File: src/rtl/pipeline_ctrl.sv
// rtl/pipeline_ctrl.sv - five-stage pipeline hazard, forwarding and run/freeze controller
module pipeline_ctrl (
    input  logic        clk,
    input  logic        rst,
    input  logic        run_en,
    input  logic [4:0]  addr_rs_id,
    input  logic [4:0]  addr_rt_id,
    input  logic        rs_used_id,
    input  logic        rt_used_id,
    input  logic [4:0]  regw_addr_exe,
    input  logic        wb_wen_exe,
    input  logic [4:0]  regw_addr_mem,
    input  logic        wb_wen_mem,
    input  logic        mem_ren_mem,
    input  logic [4:0]  regw_addr_wb,
    input  logic        wb_wen_wb,
    input  logic        is_branch_mem,
    output logic        if_rst,
    output logic        id_rst,
    output logic        exe_rst,
    output logic        mem_rst,
    output logic        wb_rst,
    output logic        if_en,
    output logic        id_en,
    output logic        exe_en,
    output logic        mem_en,
    output logic        wb_en,
    output logic [1:0]  exe_fwd_a_ctrl,
    output logic [1:0]  exe_fwd_b_ctrl,
    output logic [15:0] stall_cnt,
    output logic [15:0] flush_cnt,
    output logic [1:0]  ctrl_state
);

    localparam logic [1:0] ST_INIT   = 2'b00;
    localparam logic [1:0] ST_RUN    = 2'b01;
    localparam logic [1:0] ST_FREEZE = 2'b10;

    localparam logic [1:0] FWD_MEM_ALU = 2'b00;
    localparam logic [1:0] FWD_MEM_RD  = 2'b01;
    localparam logic [1:0] FWD_WB      = 2'b10;
    localparam logic [1:0] FWD_REGFILE = 2'b11;

    logic [1:0]  state_q, state_d;
    logic [1:0]  init_cnt_q, init_cnt_d;
    logic [15:0] stall_cnt_q, stall_cnt_d;
    logic [15:0] flush_cnt_q, flush_cnt_d;

    logic hazard;
    logic stall_evt;
    logic flush_evt;

    // Register 0 is hard-wired, so a write to it never produces a dependency.
    function automatic logic src_match(input logic used, input logic [4:0] src,
                                       input logic [4:0] dst, input logic wen);
        return used && (src != 5'd0) && (src == dst) && wen;
    endfunction

    // MEM is the youngest producer with a forwarding path, so it wins over WB.
    function automatic logic [1:0] fwd_sel(input logic used, input logic [4:0] src,
                                           input logic [4:0] dst_mem, input logic wen_mem,
                                           input logic ren_mem, input logic [4:0] dst_wb,
                                           input logic wen_wb);
        if (src_match(used, src, dst_mem, wen_mem))
            return ren_mem ? FWD_MEM_RD : FWD_MEM_ALU;
        else if (src_match(used, src, dst_wb, wen_wb))
            return FWD_WB;
        else
            return FWD_REGFILE;
    endfunction

    // Operand selects and the EXE load-use/ALU hazard; no forwarding path from EXE exists.
    always_comb begin
        exe_fwd_a_ctrl = fwd_sel(rs_used_id, addr_rs_id, regw_addr_mem, wb_wen_mem,
                                 mem_ren_mem, regw_addr_wb, wb_wen_wb);
        exe_fwd_b_ctrl = fwd_sel(rt_used_id, addr_rt_id, regw_addr_mem, wb_wen_mem,
                                 mem_ren_mem, regw_addr_wb, wb_wen_wb);
        hazard = src_match(rs_used_id, addr_rs_id, regw_addr_exe, wb_wen_exe) ||
                 src_match(rt_used_id, addr_rt_id, regw_addr_exe, wb_wen_exe);
        flush_evt = (state_q == ST_RUN) && is_branch_mem;
        stall_evt = (state_q == ST_RUN) && hazard && !is_branch_mem;
    end

    // Mode sequencing and saturating event counters.
    always_comb begin
        state_d     = state_q;
        init_cnt_d  = init_cnt_q;
        stall_cnt_d = stall_cnt_q;
        flush_cnt_d = flush_cnt_q;
        case (state_q)
            ST_INIT: begin
                init_cnt_d = init_cnt_q + 2'd1;
                if (init_cnt_q == 2'd1)
                    state_d = ST_RUN;
            end
            ST_RUN: begin
                if (!run_en)
                    state_d = ST_FREEZE;
            end
            ST_FREEZE: begin
                if (run_en)
                    state_d = ST_RUN;
            end
            default: begin
                state_d    = ST_INIT;
                init_cnt_d = 2'd0;
            end
        endcase
        if (stall_evt && stall_cnt_q != 16'hFFFF)
            stall_cnt_d = stall_cnt_q + 16'd1;
        if (flush_evt && flush_cnt_q != 16'hFFFF)
            flush_cnt_d = flush_cnt_q + 16'd1;
    end

    // State and counter registers; reset clears everything immediately.
    always_ff @(posedge clk or posedge rst) begin
        if (rst) begin
            state_q     <= ST_INIT;
            init_cnt_q  <= 2'd0;
            stall_cnt_q <= 16'd0;
            flush_cnt_q <= 16'd0;
        end else begin
            state_q     <= state_d;
            init_cnt_q  <= init_cnt_d;
            stall_cnt_q <= stall_cnt_d;
            flush_cnt_q <= flush_cnt_d;
        end
    end

    // Per-stage clear/enable decode; a branch flush overrides a stall.
    always_comb begin
        {if_rst, id_rst, exe_rst, mem_rst, wb_rst} = 5'b00000;
        {if_en, id_en, exe_en, mem_en, wb_en}      = 5'b00000;
        if (rst) begin
            {if_rst, id_rst, exe_rst, mem_rst, wb_rst} = 5'b11111;
        end else begin
            case (state_q)
                ST_RUN: begin
                    {if_en, id_en, exe_en, mem_en, wb_en} = 5'b11111;
                    if (is_branch_mem) begin
                        id_rst  = 1'b1;
                        exe_rst = 1'b1;
                    end else if (hazard) begin
                        if_en   = 1'b0;
                        id_en   = 1'b0;
                        exe_rst = 1'b1;
                    end
                end
                ST_FREEZE: begin
                end
                default: begin
                    {if_rst, id_rst, exe_rst, mem_rst, wb_rst} = 5'b11111;
                end
            endcase
        end
    end

    assign ctrl_state = rst ? ST_INIT : state_q;
    assign stall_cnt  = stall_cnt_q;
    assign flush_cnt  = flush_cnt_q;

endmodule

File: config.mk
export PLATFORM = sky130hd
export DESIGN_NAME = pipeline_ctrl
export DESIGN_NICKNAME = d
export VERILOG_FILES = /design/src/rtl/pipeline_ctrl.sv
export SDC_FILE = /design/constraint.sdc
export NUM_CORES = 1
export LEC_CHECK = 0
export CAP_MARGIN = 20
export CELL_PAD_IN_SITES_DETAIL_PLACEMENT = 1
export CELL_PAD_IN_SITES_GLOBAL_PLACEMENT = 2
export CORE_AREA = 5 5 102 104
export DETAILED_ROUTE_END_ITERATION = 8
export DIE_AREA = 0 0 107 109
export PLACE_DENSITY_LB_ADDON = 0.05
export SLEW_MARGIN = 20
export SYNTH_ARGS = -nofsm -noshare
export SYNTH_HDL_FRONTEND = slang
export SYNTH_SLANG_ARGS = --single-unit
File: constraint.sdc
create_clock -name clk -period 2.49 [get_ports clk]
set_input_delay 0.3735 -clock clk [delete_from_list [all_inputs] [get_ports clk]]
set_output_delay 0.3735 -clock clk [all_outputs]
set_load 0.01 [all_outputs]
==> out/summary.txt <==
Status - complete, no violations
Final instance area - 0.00363 mm2
Drt total wl - 7250 um
Leak pwr - 1.63 nW
Clk_skew - 5.74 ps
Yosys warns - 0
Die Width - 107 um
Internal power - 1.46 mW
CTS buffer count - 5
Most common cell after layout, fill and taps aside - clkdlybuf4s50_1
Vias in the first global route - 2,316
Critical Path Max Stage Delay - 550 ps
Largest net degree at the start of global routing - 37
Headroom to the max-slew limit - 0.686
Startpoint types - primary input
Mapped Cells - 241
Dpl ws - -428 ps
Sw Pwr - 0.705 mW
Nets - 401
Critical path class - primary input to primary output
Worst Path Buf+Inv - 3
Post-synth cell types - 38
CTS tree - done
Core Region - 0.00946 mm2
Maximum root-to-sink buffer count - 2
Worst Path Max Fanout - 3
Mapped cell area - 0.00230 mm2
Worst Setup End Kind - primary output
Die Height - 109 um
Pwr per Cell Area - 596 mW/mm2
Min Hold Slack - 498 ps
H-tree levels - 2
Sequential area share after synthesis - 0.392
Drt first pass iters - 4
Max IR drop VDD - 0.409 mV
Min setup slack post-route - 49.0 ps
Share of cells above drive strength 1 - 0.183
Measured slew at the worst slew-check pin - 470 ps
Ports - 83
Iter 0 DRT Violations - 32
WL met1 - 3490 um
Final Cycle Share - 0.980
Fin. max-slew vios - 0
Post-DR vias/cell - 4.51
Root Buffer Master - clkbuf_8
Met3 WL post-DR - 338 um
Hold Crit Class - register to register
Global-route wire length before repair - 12,100 um
Diode count - 0
Cell Rows - 36
Clk network pwr share - 0.263
Average size of a mapped cell - 9.53 um2
Max-cap viol count - 0
Initial Util - 0.243
Power share of the combinational group - 0.395
Dpl hpwl - 5900 um
IO buf count - 82
Synth Register Bits - 36
# DRC - 0
Clock slew at reported path FFs - 70 ps
Cell chain of the critical path - clkdlybuf4s50_1 -> or4_4 -> o21a_4 -> nand4_1 -> buf_4 -> dlygate4sd2_1
Final setup fails - 0
Final Hold Fails - 0
Area Growth Syn to Fin - 58.1%
Vias - 2,140
Utilization after layout - 0.384
Average wire per standard cell - 15.3 um
Placed inst area - 0.00347 mm2
Post-route minimum period - 2440 ps
Top cell type's share of synthesized area - 0.392
Yosys top cell by area - dfrtp_1
Reg power frac - 0.342
Synthesized net count - 282
Most frequent cells in the layout - clkdlybuf4s50_1, xor2_1, buf_4
Initial antenna violation count - 0
Gr usage total - 0.130
Global route total overflow - 0
Switching Fraction - 0.326
Reg2Reg Setup Slack - 440 ps
Gpl congestion - 0.780
Number of nets with antenna violations after routing - 0
Met2 WL - 3370 um
Num Clock Sinks - 36
Worst-Skew Late Latency - 290 ps
Top routing layer in use - met4
Worst path required time - 2120 ps
WP data arrival - 2070 ps
CTS Hold Buffers Added - 0
Crit-path slowest cell - or4_4
CP top delay family - buffers and inverters
FMAX - 0.410 GHz
Area contributors post-synth - dfrtp_1, xor2_1, xnor2_1, nand2_1, ha_1
Die area - 0.0117 mm2
-- power groups by stage --
stage                     clock (mW)  sequential (mW)  combinational [mW]
after global placement             0            0.755               0.873
after global routing           0.608            0.757               0.950
final                          0.569            0.741               0.856
after CTS                      0.582            0.744               0.869
after floorplan                    0            0.756               0.420
after detailed placement           0            0.755               0.877
-- worst reg2reg max path, cell delays in order, from the launching register on --
cell	delay, ps
dfrtp_1	460
nand3_1	180
nor3_2	320
nand2_1	90
nor3_1	400
nor4b_1	350
xor2_1	180
-- per-layer routing --
metal | vias up | track usage
met5 | - | 0
met4 | 0 | 0.0301
met3 | 4 | 0.0314
met2 | 46 | 0.214
met1 | 1022 | 0.172
li1 | 1068 | -
-- logic make-up (layout without fill, tap and decap cells) --
| group | count (synthesis) | count (layout) | share of synthesized area |
|---|---|---|---|
| buffers and inverters | 13 | 133 | 0.0327 |
| AO/OA/AOI/OAI | 15 | 15 | 0.0474 |
| XOR/XNOR | 60 | 60 | 0.229 |
| flip-flops | 36 | 36 | 0.392 |
| adder cells (fa/ha/maj) | 6 | 6 | 0.0327 |
| AND/OR/NAND/NOR | 109 | 109 | 0.255 |
| multiplexers | 2 | 2 | 0.0114 |
-- cell usage after synthesis, drive strengths merged --
master / count
nand2b: 2
and3: 5
nor3: 11
xor2: 41
nor2b: 3
a22oi: 2
clkbuf: 2
nand3b: 2
a31oi: 2
nor2: 14
mux2: 2
nand4: 8
dfrtp: 36
o21a: 3
and3b: 1
o21ai: 5
or3: 2
and4: 2
o211ai: 1
o21bai: 1
inv: 5
nor4: 12
a21oi: 1
nand2: 26
xnor2: 19
or4: 2
or2: 1
buf: 6
nand3: 14
nor3b: 2
ha: 6
nor4b: 1
and4bb: 1
-- state kept, by name, summed over array words and instances, names as in the netlist --
name / flops
flush_cnt: 16
stall_cnt: 16
init_cnt_q: 2
state_q: 2
-- worst paths after layout --
kind                                    start                 to  cells after the start
worst max-delay path            addr_rt_id[2]  exe_fwd_b_ctrl[1]                      6
worst min-delay path            init_cnt_q[1]      init_cnt_q[1]                      2
worst max register to register   stall_cnt[2]      stall_cnt[11]                      6
worst min register to register  init_cnt_q[1]      init_cnt_q[1]                      2
max in group asynchronous                 rst      stall_cnt[15]                      3
min in group asynchronous                 rst       flush_cnt[4]                      3
-- per-stage QoR --
stage,instances,setup TNS [ps],power (mW)
finish,475,0,2.17
global placement,465,-2790,1.63
CTS,474,0,2.20
detailed placement,465,-3240,1.63
floorplan,241,0,1.18
global route,475,-24.5,2.31
-- final cells by class --
type,count,area [um2]
Clock buffer,7,96.3
Clock inverter,1,30.0
Fill cell,1116,5830
Inverter,5,18.8
Multi-Input combinational cell,192,1360
Sequential cell,36,901
Tap cell,114,143
Timing Repair Buffer,120,1080
-- what timing repair did --
action                                  in CTS  in global routing
gates resized for setup                     30                  8
endpoints found under the setup margin       7                  6
endpoints found under the hold margin        0                  0
setup buffers                                1                  1
pin swaps                                    7                  2
(Power assumes the default switching activity.)
